[src/rtl/muldiv_unit_if.sv]
// Bundle of the issue and write-back signals of the RV32M multiply/divide unit.
// Latency: none, wires only.
// Backpressure: the unit raises busy while an operation is in flight; start is ignored then.
interface muldiv_unit_if;
  logic        start;
  logic [2:0]  funct3;
  logic [4:0]  rd;
  logic [31:0] rs1_val;
  logic [31:0] rs2_val;
  logic        flush;
  logic        busy;
  logic        wb_en;
  logic [4:0]  wb_rd;
  logic [31:0] wb_data;

  // Issuing side: the pipeline that drives requests and consumes write-back.
  modport master (
    output start, funct3, rd, rs1_val, rs2_val, flush,
    input  busy, wb_en, wb_rd, wb_data
  );

  // Execution side: the multiply/divide unit itself.
  modport slave (
    input  start, funct3, rd, rs1_val, rs2_val, flush,
    output busy, wb_en, wb_rd, wb_data
  );
endinterface

[src/rtl/muldiv_unit.sv]
// Iterative RV32M multiply/divide unit: shift-add multiply, restoring divide on magnitudes.
// Latency: fixed; wb_en pulses in the cycle after the 33rd edge following the accepting edge.
// Backpressure: busy is high from accept until the write-back edge; start is ignored meanwhile.
module muldiv_unit (
  input  logic         clk,
  input  logic         rst,
  muldiv_unit_if.slave bus
);

  typedef enum logic [1:0] {S_IDLE, S_RUN, S_DONE} state_t;

  state_t      r_state;
  logic [4:0]  r_cnt;
  logic        r_prep;   // first RUN cycle converts operands to magnitudes
  logic [2:0]  r_op;
  logic [4:0]  r_rd;
  logic [31:0] r_rs1;
  logic [31:0] r_rs2;
  logic [63:0] r_a;      // multiply: shifting multiplicand; divide: dividend/quotient in [31:0]
  logic [31:0] r_b;      // multiply: shifting multiplier; divide: divisor magnitude
  logic [63:0] r_acc;    // multiply: partial product; divide: partial remainder in [31:0]

  logic        w_is_div;
  logic        w_sgn_a;
  logic        w_sgn_b;
  logic        w_neg_a;
  logic        w_neg_b;
  logic [31:0] w_mag_a;
  logic [31:0] w_mag_b;
  logic [63:0] w_acc_nx;
  logic [63:0] w_prod;
  logic [32:0] w_sh;
  logic [32:0] w_sub;
  logic        w_ge;
  logic [31:0] w_rem_nx;
  logic [31:0] w_quo_nx;
  logic [31:0] w_quo_fix;
  logic [31:0] w_rem_fix;
  logic        w_div0;
  logic [31:0] w_result;

  // Operand signedness per opcode and the resulting magnitudes.
  assign w_is_div = r_op[2];
  assign w_sgn_a  = w_is_div ? ~r_op[0] : (r_op[1:0] != 2'b11);
  assign w_sgn_b  = w_is_div ? ~r_op[0] : ~r_op[1];
  assign w_neg_a  = w_sgn_a & r_rs1[31];
  assign w_neg_b  = w_sgn_b & r_rs2[31];
  assign w_mag_a  = w_neg_a ? (~r_rs1 + 32'd1) : r_rs1;
  assign w_mag_b  = w_neg_b ? (~r_rs2 + 32'd1) : r_rs2;

  // One shift-add step; the corrected product is only consumed on the last step.
  assign w_acc_nx = r_acc + (r_b[0] ? r_a : 64'd0);
  assign w_prod   = (w_neg_a ^ w_neg_b) ? (~w_acc_nx + 64'd1) : w_acc_nx;

  // One restoring-divide step: bring in the next dividend bit, keep the difference if no borrow.
  assign w_sh      = {r_acc[31:0], r_a[31]};
  assign w_sub     = w_sh - {1'b0, r_b};
  assign w_ge      = ~w_sub[32];
  assign w_rem_nx  = w_ge ? w_sub[31:0] : w_sh[31:0];
  assign w_quo_nx  = {r_a[30:0], w_ge};
  assign w_quo_fix = (w_neg_a ^ w_neg_b) ? (~w_quo_nx + 32'd1) : w_quo_nx;
  assign w_rem_fix = w_neg_a ? (~w_rem_nx + 32'd1) : w_rem_nx;
  assign w_div0    = (r_rs2 == 32'd0);

  // Final result select; divide-by-zero overrides the iterated values.
  always_comb begin
    w_result = w_prod[31:0];
    case (r_op)
      3'b000:                 w_result = w_prod[31:0];
      3'b001, 3'b010, 3'b011: w_result = w_prod[63:32];
      3'b100:                 w_result = w_div0 ? 32'hFFFF_FFFF : w_quo_fix;
      3'b101:                 w_result = w_div0 ? 32'hFFFF_FFFF : w_quo_nx;
      3'b110:                 w_result = w_div0 ? r_rs1 : w_rem_fix;
      default:                w_result = w_div0 ? r_rs1 : w_rem_nx;
    endcase
  end

  // Control FSM, iteration datapath and registered write-back outputs.
  always_ff @(posedge clk or posedge rst) begin
    if (rst) begin
      r_state     <= S_IDLE;
      r_cnt       <= 5'd0;
      r_prep      <= 1'b0;
      r_op        <= 3'd0;
      r_rd        <= 5'd0;
      r_rs1       <= 32'd0;
      r_rs2       <= 32'd0;
      r_a         <= 64'd0;
      r_b         <= 32'd0;
      r_acc       <= 64'd0;
      bus.busy    <= 1'b0;
      bus.wb_en   <= 1'b0;
      bus.wb_rd   <= 5'd0;
      bus.wb_data <= 32'd0;
    end else begin
      bus.wb_en <= 1'b0;
      case (r_state)
        S_IDLE: begin
          if (bus.start && !bus.flush) begin
            r_op     <= bus.funct3;
            r_rd     <= bus.rd;
            r_rs1    <= bus.rs1_val;
            r_rs2    <= bus.rs2_val;
            r_cnt    <= 5'd0;
            r_prep   <= 1'b1;
            r_state  <= S_RUN;
            bus.busy <= 1'b1;
          end
        end
        S_RUN: begin
          if (bus.flush) begin
            r_state  <= S_IDLE;
            bus.busy <= 1'b0;
          end else if (r_prep) begin
            r_prep <= 1'b0;
            r_a    <= {32'd0, w_mag_a};
            r_b    <= w_mag_b;
            r_acc  <= 64'd0;
          end else begin
            r_cnt <= r_cnt + 5'd1;
            if (w_is_div) begin
              r_acc <= {32'd0, w_rem_nx};
              r_a   <= {32'd0, w_quo_nx};
            end else begin
              r_acc <= w_acc_nx;
              r_a   <= {r_a[62:0], 1'b0};
              r_b   <= {1'b0, r_b[31:1]};
            end
            if (r_cnt == 5'd31) begin
              r_state     <= S_DONE;
              bus.wb_en   <= (r_rd != 5'd0);
              bus.wb_rd   <= r_rd;
              bus.wb_data <= w_result;
            end
          end
        end
        S_DONE: begin
          r_state  <= S_IDLE;
          bus.busy <= 1'b0;
        end
        default: begin
          r_state  <= S_IDLE;
          bus.busy <= 1'b0;
        end
      endcase
    end
  end

endmodule

[src/flat_wrapper.sv]
// flat-port wrapper written by rule: the top's interface ports become plain ports
module muldiv_unit_flat 
  (clk, rst, bus_start, bus_funct3, bus_rd, bus_rs1_val, bus_rs2_val, bus_flush, bus_busy, bus_wb_en, bus_wb_rd, bus_wb_data);
  muldiv_unit_if bus_i ();
  input  logic clk;
  input  logic rst;
  input wire logic [$bits(bus_i.start)-1:0] bus_start;
  input wire logic [$bits(bus_i.funct3)-1:0] bus_funct3;
  input wire logic [$bits(bus_i.rd)-1:0] bus_rd;
  input wire logic [$bits(bus_i.rs1_val)-1:0] bus_rs1_val;
  input wire logic [$bits(bus_i.rs2_val)-1:0] bus_rs2_val;
  input wire logic [$bits(bus_i.flush)-1:0] bus_flush;
  output wire logic [$bits(bus_i.busy)-1:0] bus_busy;
  output wire logic [$bits(bus_i.wb_en)-1:0] bus_wb_en;
  output wire logic [$bits(bus_i.wb_rd)-1:0] bus_wb_rd;
  output wire logic [$bits(bus_i.wb_data)-1:0] bus_wb_data;
  assign bus_i.start = bus_start;
  assign bus_i.funct3 = bus_funct3;
  assign bus_i.rd = bus_rd;
  assign bus_i.rs1_val = bus_rs1_val;
  assign bus_i.rs2_val = bus_rs2_val;
  assign bus_i.flush = bus_flush;
  assign bus_busy = bus_i.busy;
  assign bus_wb_en = bus_i.wb_en;
  assign bus_wb_rd = bus_i.wb_rd;
  assign bus_wb_data = bus_i.wb_data;
  muldiv_unit u_core (.clk(clk), .rst(rst), .bus(bus_i));
endmodule
[config.mk]
export PLATFORM = sky130hd
export DESIGN_NAME = muldiv_unit_flat
export DESIGN_NICKNAME = d
export VERILOG_FILES = /design/src/rtl/muldiv_unit_if.sv /design/src/rtl/muldiv_unit.sv /design/src/flat_wrapper.sv
export SDC_FILE = /design/constraint.sdc
export NUM_CORES = 1
export LEC_CHECK = 0
export ABC_AREA = 0
export CAP_MARGIN = 20
export CORE_ASPECT_RATIO = 1.2
export CORE_MARGIN = 4
export CORE_UTILIZATION = 50
export DETAILED_ROUTE_END_ITERATION = 16
export GPL_TIMING_DRIVEN = 0
export PLACE_DENSITY = 0.71
export SETUP_SLACK_MARGIN = 0.1
export SYNTH_ARGS = -nofsm -noshare
export SYNTH_HDL_FRONTEND = slang
export SYNTH_SLANG_ARGS = --single-unit
[constraint.sdc]
create_clock -name clk -period 8.4 [get_ports clk]
set_input_delay 0.84 -clock clk [delete_from_list [all_inputs] [get_ports clk]]
set_output_delay 0.84 -clock clk [all_outputs]
set_load 0.01 [all_outputs]
==> impl_results.rst, run 1 <==
.. list-table::
   :header-rows: 1

   * - Metric
     - Value
   * - Async SR Flop Fraction
     - 100%
   * - Largest area contributor in the synthesized netlist
     - sky130_fd_sc_hd__dfrtp_1
   * - Detailed-route wire length per cell
     - 28.1 µm
   * - Post-synth cell types
     - 114
   * - Area overhead of the layout relative to synthesis
     - 12.7%
   * - Sequential element share of the synthesized area
     - 27.6%
   * - Setup violation total in the final timing report
     - 0
   * - Total DRC errors in the routed layout
     - 0
   * - Cts bufs inserted
     - 31
   * - Post-synthesis share of cell area spent on full adders, half adders and majority gates
     - 5.26%
   * - Setup repair after global routing missed its margin
     - false
   * - Synthesized-area fraction occupied by xor and xnor cells
     - 6.93%
   * - Design Area, Final
     - 28500 µm²
   * - Gate count after technology mapping
     - 3346
   * - Cell Rows
     - 90
   * - Simple-gate portion of the synthesized area
     - 25.0%
   * - Number of sinks handled by clock tree synthesis
     - 279
   * - Bufs and invs on worst path
     - 2
   * - Total Die Area
     - 54200 µm²
   * - Share of cells above drive strength 1
     - 5.78%
   * - Main combinational cell family by area after synthesis
     - compound AO/OA/AOI/OAI gates
   * - Vias in the first global route
     - 26387
   * - Total length of routed wires
     - 117000 µm
   * - Detailed-router iteration count before antenna repair
     - 6
   * - Largest net degree at the start of global routing
     - 42
   * - Number of synthesized flops with an enable pin
     - 0
   * - Final critical delay including setup and external delays
     - 7.95 ns
   * - Max Clock Skew
     - 0.0197 ns
   * - Final setup TNS
     - 0 ns
   * - Mapped Nets
     - 3527
   * - Remaining number of nets flagged by the antenna check after routing
     - 0
   * - Crit-path leading delay family
     - compound AO/OA/AOI/OAI gates
   * - Chain of cells forming the critical path
     - clkbuf_1 -> clkbuf_1 -> nand2_1 -> fa_1 -> nand2b_1 -> a21oi_1 -> o21ai_1 -> a2111oi_1 -> o21ai_1 -> a41oi_1 -> xor2_1 -> nor4_1 -> nand2_1 -> nor3b_2 -> mux2i_1 -> o2111ai_2
   * - Register bit total from synthesis
     - 279
   * - Share of the clock period used by the worst path after layout
     - 94.7%
   * - Worst stage delay on the critical path
     - 0.97 ns
   * - Start-to-end type of the worst setup path
     - flip-flop to flip-flop
   * - Standard cell area after detailed placement
     - 27400 µm²
   * - Main flop type after synthesis
     - sky130_fd_sc_hd__dfrtp_1
   * - Capturing element type of the critical path
     - flip-flop
   * - Wire length of the first global-routing pass
     - 170000 µm
   * - VDD IR-drop max
     - 0.212 mV
   * - Required time reported for the critical path endpoint
     - 8.89 ns
   * - Die X-Extent
     - 213 µm
   * - Gr usage total
     - 41.9%
   * - Initial detailed-routing violation count
     - 2871
   * - Relative max-transition margin
     - 8.49%
   * - Highest net fanout along the worst path
     - 10
   * - Pin slew with the least headroom to its limit
     - 1.33 ns
   * - Combined area of all synthesized cells
     - 25300 µm²
   * - Last weighted congestion value of the routability-driven placer
     - 1.09
   * - Fmax
     - 126 MHz
   * - Total overflow reported by the global router
     - 0
   * - Ratio of routed vias to standard cells
     - 6.63
   * - Vias
     - 27717
   * - Max H-tree Level
     - 1
   * - Leakage
     - 12.3 nW
   * - Number of antenna violations at the first check in global routing
     - 11
   * - Number of input and output port buffers inserted
     - 114
   * - # hold bufs at CTS
     - 0
   * - Top cells by area in the synthesized netlist
     - sky130_fd_sc_hd__dfrtp_1 28%, sky130_fd_sc_hd__nand2_1 8.9%, sky130_fd_sc_hd__o21ai_0 6.3%
   * - Worst path arrival time
     - 8.44 ns
   * - Max Cap Violations
     - 0
   * - Nets
     - 3685
   * - Vertical extent of the die
     - 254 µm
   * - Count of final hold-check violations
     - 0
   * - Crit start category
     - flip-flop
   * - Mux share of post-synthesis cell area
     - 2.72%
   * - Post-Syn Area per Cell
     - 7.55 µm²
   * - Number of gates resized after CTS
     - 0
   * - Most frequent standard cell in the layout excluding fill and tap cells
     - sky130_fd_sc_hd__nand2_1
   * - Max Root-Sink Buffers
     - 3
   * - Area share of the largest cell type after synthesis
     - 27.6%
   * - Clock-pin transition on the worst setup and hold timing paths
     - 0.07 ns
   * - CTS root buffer
     - sky130_fd_sc_hd__clkbuf_16
   * - CTS tree
     - done
   * - Synthesized-area fraction occupied by ao, oa, aoi and oai cells
     - 28.0%
   * - Count of synthesis-stage warnings from yosys
     - 0
   * - PD cells
     - 366 nW/µm²
   * - Starting density of the core
     - 50.4%
   * - Total count of max-transition violations in the final report
     - 0
   * - Hold/Removal Path Class
     - flip-flop to flip-flop
   * - Post-CTS setup buffer count
     - 0
   * - Highest-count cells in the layout ignoring fill and taps
     - 601 x sky130_fd_sc_hd__nand2_1, 316 x sky130_fd_sc_hd__o21ai_0, 280 x sky130_fd_sc_hd__a21oi_1
   * - Skew-Pair Late Insertion Delay
     - 0.64 ns
   * - Cell type of the slowest stage on the worst timing path
     - sky130_fd_sc_hd__clkbuf_1
   * - Top-level I/O count
     - 115
   * - Core Area
     - 50100 µm²
   * - Status
     - completed
   * - Placed wire-length estimate
     - 93700 µm
[stage by stage]
step	hold slack [ns]	std cells	setup WS (ns)	total power, mW	util [%]
global route	0.529	4172	0.462	10.9	56.8
floorplan	0.456	3346	3.60	6.24	-
CTS	0.487	4171	0.740	10.1	56.8
finish	0.485	4178	0.446	10.4	56.9
detailed placement	0.467	4114	0.753	8.61	54.6
global placement	0.461	4104	0.796	8.56	54.3
[sequential cells by signal, summed over array words and instances, names as in the netlist]
signal,count
u_core.r_op,3
u_core.bus.wb_data,32
u_core.bus.wb_rd,5
u_core.r_rs2,32
u_core.r_state,2
u_core.bus.busy,1
u_core.r_b,32
u_core.r_acc,64
u_core.r_cnt,5
u_core.bus.wb_en,1
u_core.r_rs1,32
u_core.r_rd,5
u_core.r_a,64
u_core.r_prep,1
[layer usage]
| layer | GRT usage (%) | vias up | wire length, µm | share of wire (%) |
|---|---|---|---|---|
| met1 | 48.2 | 13215 | 42800 | 36 |
| met2 | 68.1 | 1533 | 52700 | 45 |
| met3 | 8.51 | 505 | 9900 | 8.4 |
| li1 | - | 12454 | - | - |
| met4 | 32.8 | 10 | 12000 | 10 |
| met5 | 0 | - | 57 | 0.049 |
[power breakdown]
part | internal [mW] | switching, mW
Clock | 0.860 | 0.625
Sequential | 1.56 | 0.461
Combinational | 2.20 | 4.72
[cells by family after synthesis]
| logic type | after synthesis |
|---|---|
| simple gates | 1321 |
| compound gates | 1088 |
| buf+inv | 286 |
| flops | 279 |
| xor+xnor | 199 |
| fa+ha+maj | 105 |
| mux | 68 |
[final cells by class]
type	count	area (µm²)
fillers	4915	21600
diodes	6	15.0
well taps	644	806
clock inverters	16	204
plain buffers	212	855
inverters	74	282
clock buffers	41	883
flip-flops and latches	279	6980
multi-input cells	2781	17200
repair buffers	125	1310
[path summary, 6_finish.rpt]
check	endpoint	startpoint	slack (ns)	cells past startpoint
worst max-delay path	u_core.bus.wb_data[30]$_DFFE_PP0P_	u_core.r_b[0]$_DFFE_PP0P_	0.45	16
worst min-delay path	u_core.r_acc[35]$_DFFE_PP0P_	u_core.r_acc[35]$_DFFE_PP0P_	0.48	2
worst max register to register	u_core.bus.wb_data[30]$_DFFE_PP0P_	u_core.r_b[0]$_DFFE_PP0P_	0.45	16
worst min register to register	u_core.r_acc[35]$_DFFE_PP0P_	u_core.r_acc[35]$_DFFE_PP0P_	0.48	2
max in group asynchronous	u_core.r_rs1[11]$_DFFE_PP0P_	rst	6.44	5
min in group asynchronous	u_core.r_acc[34]$_DFFE_PP0P_	rst	0.69	2
[tightest hold or removal path, cell delays in order (launching register included)]
cell	delay, ns
sky130_fd_sc_hd__dfrtp_1	0.35
sky130_fd_sc_hd__nand2_1	0.05
sky130_fd_sc_hd__o21ai_0	0.06
[cell usage after synthesis, types with 27 or more instances]
library cell and n:
sky130_fd_sc_hd__nand2_1 601, sky130_fd_sc_hd__o21ai_0 316, sky130_fd_sc_hd__a21oi_1 280, sky130_fd_sc_hd__dfrtp_1 279
sky130_fd_sc_hd__nor2_1 210, sky130_fd_sc_hd__clkbuf_1 151, sky130_fd_sc_hd__xor2_1 106, sky130_fd_sc_hd__ha_1 103
sky130_fd_sc_hd__and2_1 92, sky130_fd_sc_hd__xnor2_1 92, sky130_fd_sc_hd__nor3_1 91, sky130_fd_sc_hd__a22o_1 74
sky130_fd_sc_hd__inv_1 73, sky130_fd_sc_hd__mux2i_1 63, sky130_fd_sc_hd__nand3_1 56, sky130_fd_sc_hd__buf_2 38
sky130_fd_sc_hd__a211oi_1 36, sky130_fd_sc_hd__nand4_1 35, sky130_fd_sc_hd__o31ai_1 34, sky130_fd_sc_hd__or3_1 33
sky130_fd_sc_hd__a21o_1 31, sky130_fd_sc_hd__o21ai_1 31, sky130_fd_sc_hd__o211ai_1 30, sky130_fd_sc_hd__a31oi_1 29
sky130_fd_sc_hd__and3_1 27
(Power assumes the default switching activity.)
==> run 2: changes to the inputs <==
--- a/config.mk
+++ b/config.mk
@@ -12,2 +12,3 @@
 export CORE_UTILIZATION = 50
+export CTS_BUF_LIST = sky130_fd_sc_hd__clkbuf_8 sky130_fd_sc_hd__clkbuf_16
 export DETAILED_ROUTE_END_ITERATION = 16
--- a/constraint.sdc
+++ b/constraint.sdc
@@ -3,2 +3,2 @@
 set_output_delay 0.84 -clock clk [all_outputs]
-set_load 0.01 [all_outputs]
+set_load 0.05 [all_outputs]
==> run 2 against run 1 <==
Effect of this change:
- setup slack is essentially flat
- routed wire length is essentially flat
- register-to-register slack is essentially flat
- hold slack is essentially flat
- non-clock buffer count is the same
- critical path depth is the same
- maximum frequency is essentially flat
- clock-buffer cell count shrank 3
- cell count is essentially flat
- sequential share of layout area is essentially flat
- core utilization is essentially flat
- power is essentially flat
==> impl_results.rst, run 2 (synthesis results as in run 1) <==
.. list-table::
   :header-rows: 1

   * - Metric
     - Value
   * - Post-CTS setup buffer count
     - 0 (unchanged)
   * - Capturing element type of the critical path
     - flip-flop (unchanged)
   * - Worst path arrival time
     - 8.44 ns (about the same)
   * - Detailed-route wire length per cell
     - 28.1 µm (about the same)
   * - Number of sinks handled by clock tree synthesis
     - 279 (unchanged)
   * - Detailed-router iteration count before antenna repair
     - 7 (was 6)
   * - Setup violation total in the final timing report
     - 0 (unchanged)
   * - Leakage
     - 12.4 nW (was 12.3 nW)
   * - Vias in the first global route
     - 26387 (unchanged)
   * - Hold/Removal Path Class
     - flip-flop to flip-flop (unchanged)
   * - PD cells
     - 366 nW/µm² (about the same)
   * - Top-level I/O count
     - 115 (unchanged)
   * - Clock share of power
     - 14.2% (about the same)
   * - Count of final hold-check violations
     - 0 (unchanged)
   * - Sequential group share of total power
     - 19.4% (about the same)
   * - Total length of routed wires
     - 117000 µm (about the same)
   * - Crit start category
     - flip-flop (unchanged)
   * - CTS root buffer
     - sky130_fd_sc_hd__clkbuf_16 (unchanged)
   * - Number of antenna violations at the first check in global routing
     - 11 (unchanged)
   * - CTS tree
     - done (unchanged)
   * - VDD IR-drop max
     - 0.212 mV (about the same)
   * - Die X-Extent
     - 213 µm (unchanged)
   * - Last weighted congestion value of the routability-driven placer
     - 1.09 (unchanged)
   * - Required time reported for the critical path endpoint
     - 8.89 ns (about the same)
   * - Fmax
     - 126 MHz (about the same)
   * - Largest net degree at the start of global routing
     - 42 (unchanged)
   * - Max H-tree Level
     - 1 (unchanged)
   * - Starting density of the core
     - 50.4% (unchanged)
   * - Most frequent standard cell in the layout excluding fill and tap cells
     - sky130_fd_sc_hd__nand2_1 (unchanged)
   * - Fin util
     - 56.9% (about the same)
   * - Share of the clock period used by the worst path after layout
     - 94.7% (about the same)
   * - Max Cap Violations
     - 0 (unchanged)
   * - Pin slew with the least headroom to its limit
     - 1.31 ns (was 1.33 ns)
   * - Vias
     - 27710 (was 27717)
   * - Start-to-end type of the worst setup path
     - flip-flop to flip-flop (unchanged)
   * - Highest net fanout along the worst path
     - 10 (unchanged)
   * - Switching share of total power
     - 55.7% (was 55.6%)
   * - Total Die Area
     - 54200 µm² (unchanged)
   * - Remaining number of nets flagged by the antenna check after routing
     - 0 (unchanged)
   * - Worst stage delay on the critical path
     - 0.97 ns (about the same)
   * - Number of input and output port buffers inserted
     - 114 (unchanged)
   * - Launching element of the worst setup path
     - u_core.r_b[0]$_DFFE_PP0P_ (unchanged)
   * - Initial detailed-routing violation count
     - 2873 (was 2871)
   * - Bufs and invs on worst path
     - 2 (unchanged)
   * - Final setup TNS
     - 0 ns (unchanged)
   * - Placed wire-length estimate
     - 93700 µm (unchanged)
   * - Chain of cells forming the critical path
     - clkbuf_1 -> clkbuf_1 -> nand2_1 -> fa_1 -> nand2b_1 -> a21oi_1 -> o21ai_1 -> a2111oi_1 -> o21ai_1 -> a41oi_1 -> xor2_1 -> nor4_1 -> nand2_1 -> nor3b_2 -> mux2i_1 -> o2111ai_2 (unchanged)
   * - Max Clock Skew
     - 0.0198 ns (was 0.0197 ns)
   * - Ratio of routed vias to standard cells
     - 6.63 (about the same)
   * - Cell Rows
     - 90 (unchanged)
   * - Worst Hold Margin
     - 0.485 ns (about the same)
   * - Clock-pin transition on the worst setup and hold timing paths
     - 0.07 ns (about the same)
   * - Nets
     - 3685 (unchanged)
   * - Cts bufs inserted
     - 31 (unchanged)
   * - Power spent charging and discharging nets
     - 5.80 mW (about the same)
   * - Share of cells above drive strength 1
     - 5.78% (unchanged)
   * - Total overflow reported by the global router
     - 0 (unchanged)
   * - Multi-input combinational cell area
     - 17200 µm² (unchanged)
   * - Total count of max-transition violations in the final report
     - 0 (unchanged)
   * - Max Root-Sink Buffers
     - 3 (unchanged)
   * - Relative max-transition margin
     - 10.2% (was 8.49%)
   * - Status
     - completed (unchanged)
   * - Total DRC errors in the routed layout
     - 0 (unchanged)
   * - Top Registers
     - u_core.r_a (64), u_core.r_acc (64) (unchanged)
   * - # hold bufs at CTS
     - 0 (unchanged)
   * - Final critical delay including setup and external delays
     - 7.95 ns (about the same)
   * - Internal portion of total power
     - 4.62 mW (was 4.63 mW)
   * - Gr usage total
     - 41.9% (unchanged)
   * - Crit-path leading delay family
     - compound AO/OA/AOI/OAI gates (unchanged)
   * - Relative contribution of combinational cells to total power
     - 66.4% (was 66.3%)
   * - Skew-Pair Late Insertion Delay
     - 0.64 ns (about the same)
   * - Wire length of the first global-routing pass
     - 170000 µm (unchanged)
   * - Number of gates resized after CTS
     - 0 (unchanged)
   * - Fill cell instance count of the final layout
     - 4917 (was 4915)
   * - Seq. cell area
     - 6980 µm² (unchanged)
   * - Overall power of the completed layout
     - 10.4 mW (about the same)
   * - Cell type of the slowest stage on the worst timing path
     - sky130_fd_sc_hd__clkbuf_1 (unchanged)
   * - Start point of the worst min-delay path
     - u_core.r_acc[35]$_DFFE_PP0P_ (unchanged)
   * - Area overhead of the layout relative to synthesis
     - 12.7% (about the same)
   * - Vertical extent of the die
     - 254 µm (unchanged)
   * - Final WS setup
     - 0.447 ns (was 0.446 ns)
   * - Worst flop-to-flop path startpoint
     - u_core.r_b[0]$_DFFE_PP0P_ (unchanged)
   * - Core Area
     - 50100 µm² (unchanged)
   * - Setup repair after global routing missed its margin
     - false (unchanged)
   * - Worst slack after detailed placement
     - 0.753 ns (unchanged)
   * - Highest-count cells in the layout ignoring fill and taps
     - 601 x sky130_fd_sc_hd__nand2_1, 316 x sky130_fd_sc_hd__o21ai_0, 280 x sky130_fd_sc_hd__a21oi_1 (unchanged)
-- run 2: power groups by stage --
stage / clock [mW] / combinational [mW] / sequential (mW)
floorplan: 0 / 4.44 / 1.80
global placement: 0 / 6.54 / 2.02
detailed placement: 0 / 6.59 / 2.02
CTS: 1.49 / 6.62 / 2.00
global route: 1.55 / 7.28 / 2.03
finish: 1.48 / 6.92 / 2.03
-- run 2: layer usage --
| layer | track usage [%] | vias to the layer above | share of wire, % |
|---|---|---|---|
| met2 | 68.1 | 1534 | 45 |
| met4 | 32.8 | 10 | 10 |
| met1 | 48.2 | 13198 | 36 |
| li1 | - | 12464 | - |
| met5 | 0 | - | 0.049 |
| met3 | 8.51 | 504 | 8.4 |
-- run 2: area by class of cell --
| class | instances | share of cell area, % |
|---|---|---|
| antenna | 7 | 0.0615 |
| buffer | 212 | 3.00 |
| clock buffer | 38 | 3.06 |
| clock inverter | 19 | 0.755 |
| inverter | 74 | 0.988 |
| multi-input combinational | 2781 | 60.2 |
| sequential | 279 | 24.5 |
| tap | 644 | 2.83 |
| timing repair buffer | 125 | 4.58 |
-- run 2: tightest hold or removal path, stage by stage, from the launching register on --
cell and delay, ns:
sky130_fd_sc_hd__dfrtp_1 0.35, sky130_fd_sc_hd__nand2_1 0.05, sky130_fd_sc_hd__o21ai_0 0.06
-- run 2: path summary, 6_finish.rpt --
| check | end | slack, ns | depth (start not counted) |
|---|---|---|---|
| max in group asynchronous | u_core.r_rs1[11]$_DFFE_PP0P_ | 6.44 | 5 |
| min | u_core.r_acc[35]$_DFFE_PP0P_ | 0.48 | 2 |
| min in group asynchronous | u_core.r_acc[34]$_DFFE_PP0P_ | 0.69 | 2 |
| max reg2reg | u_core.bus.wb_data[30]$_DFFE_PP0P_ | 0.45 | 16 |
| max | u_core.bus.wb_data[30]$_DFFE_PP0P_ | 0.45 | 16 |
| min reg2reg | u_core.r_acc[35]$_DFFE_PP0P_ | 0.48 | 2 |
-- run 2: stage by stage --
step,area (µm²),cells
final,28500,4179
after global routing,28500,4172
after CTS,28500,4171
after detailed placement,27400,4114
after global placement,27200,4104
after floorplan,25300,3346
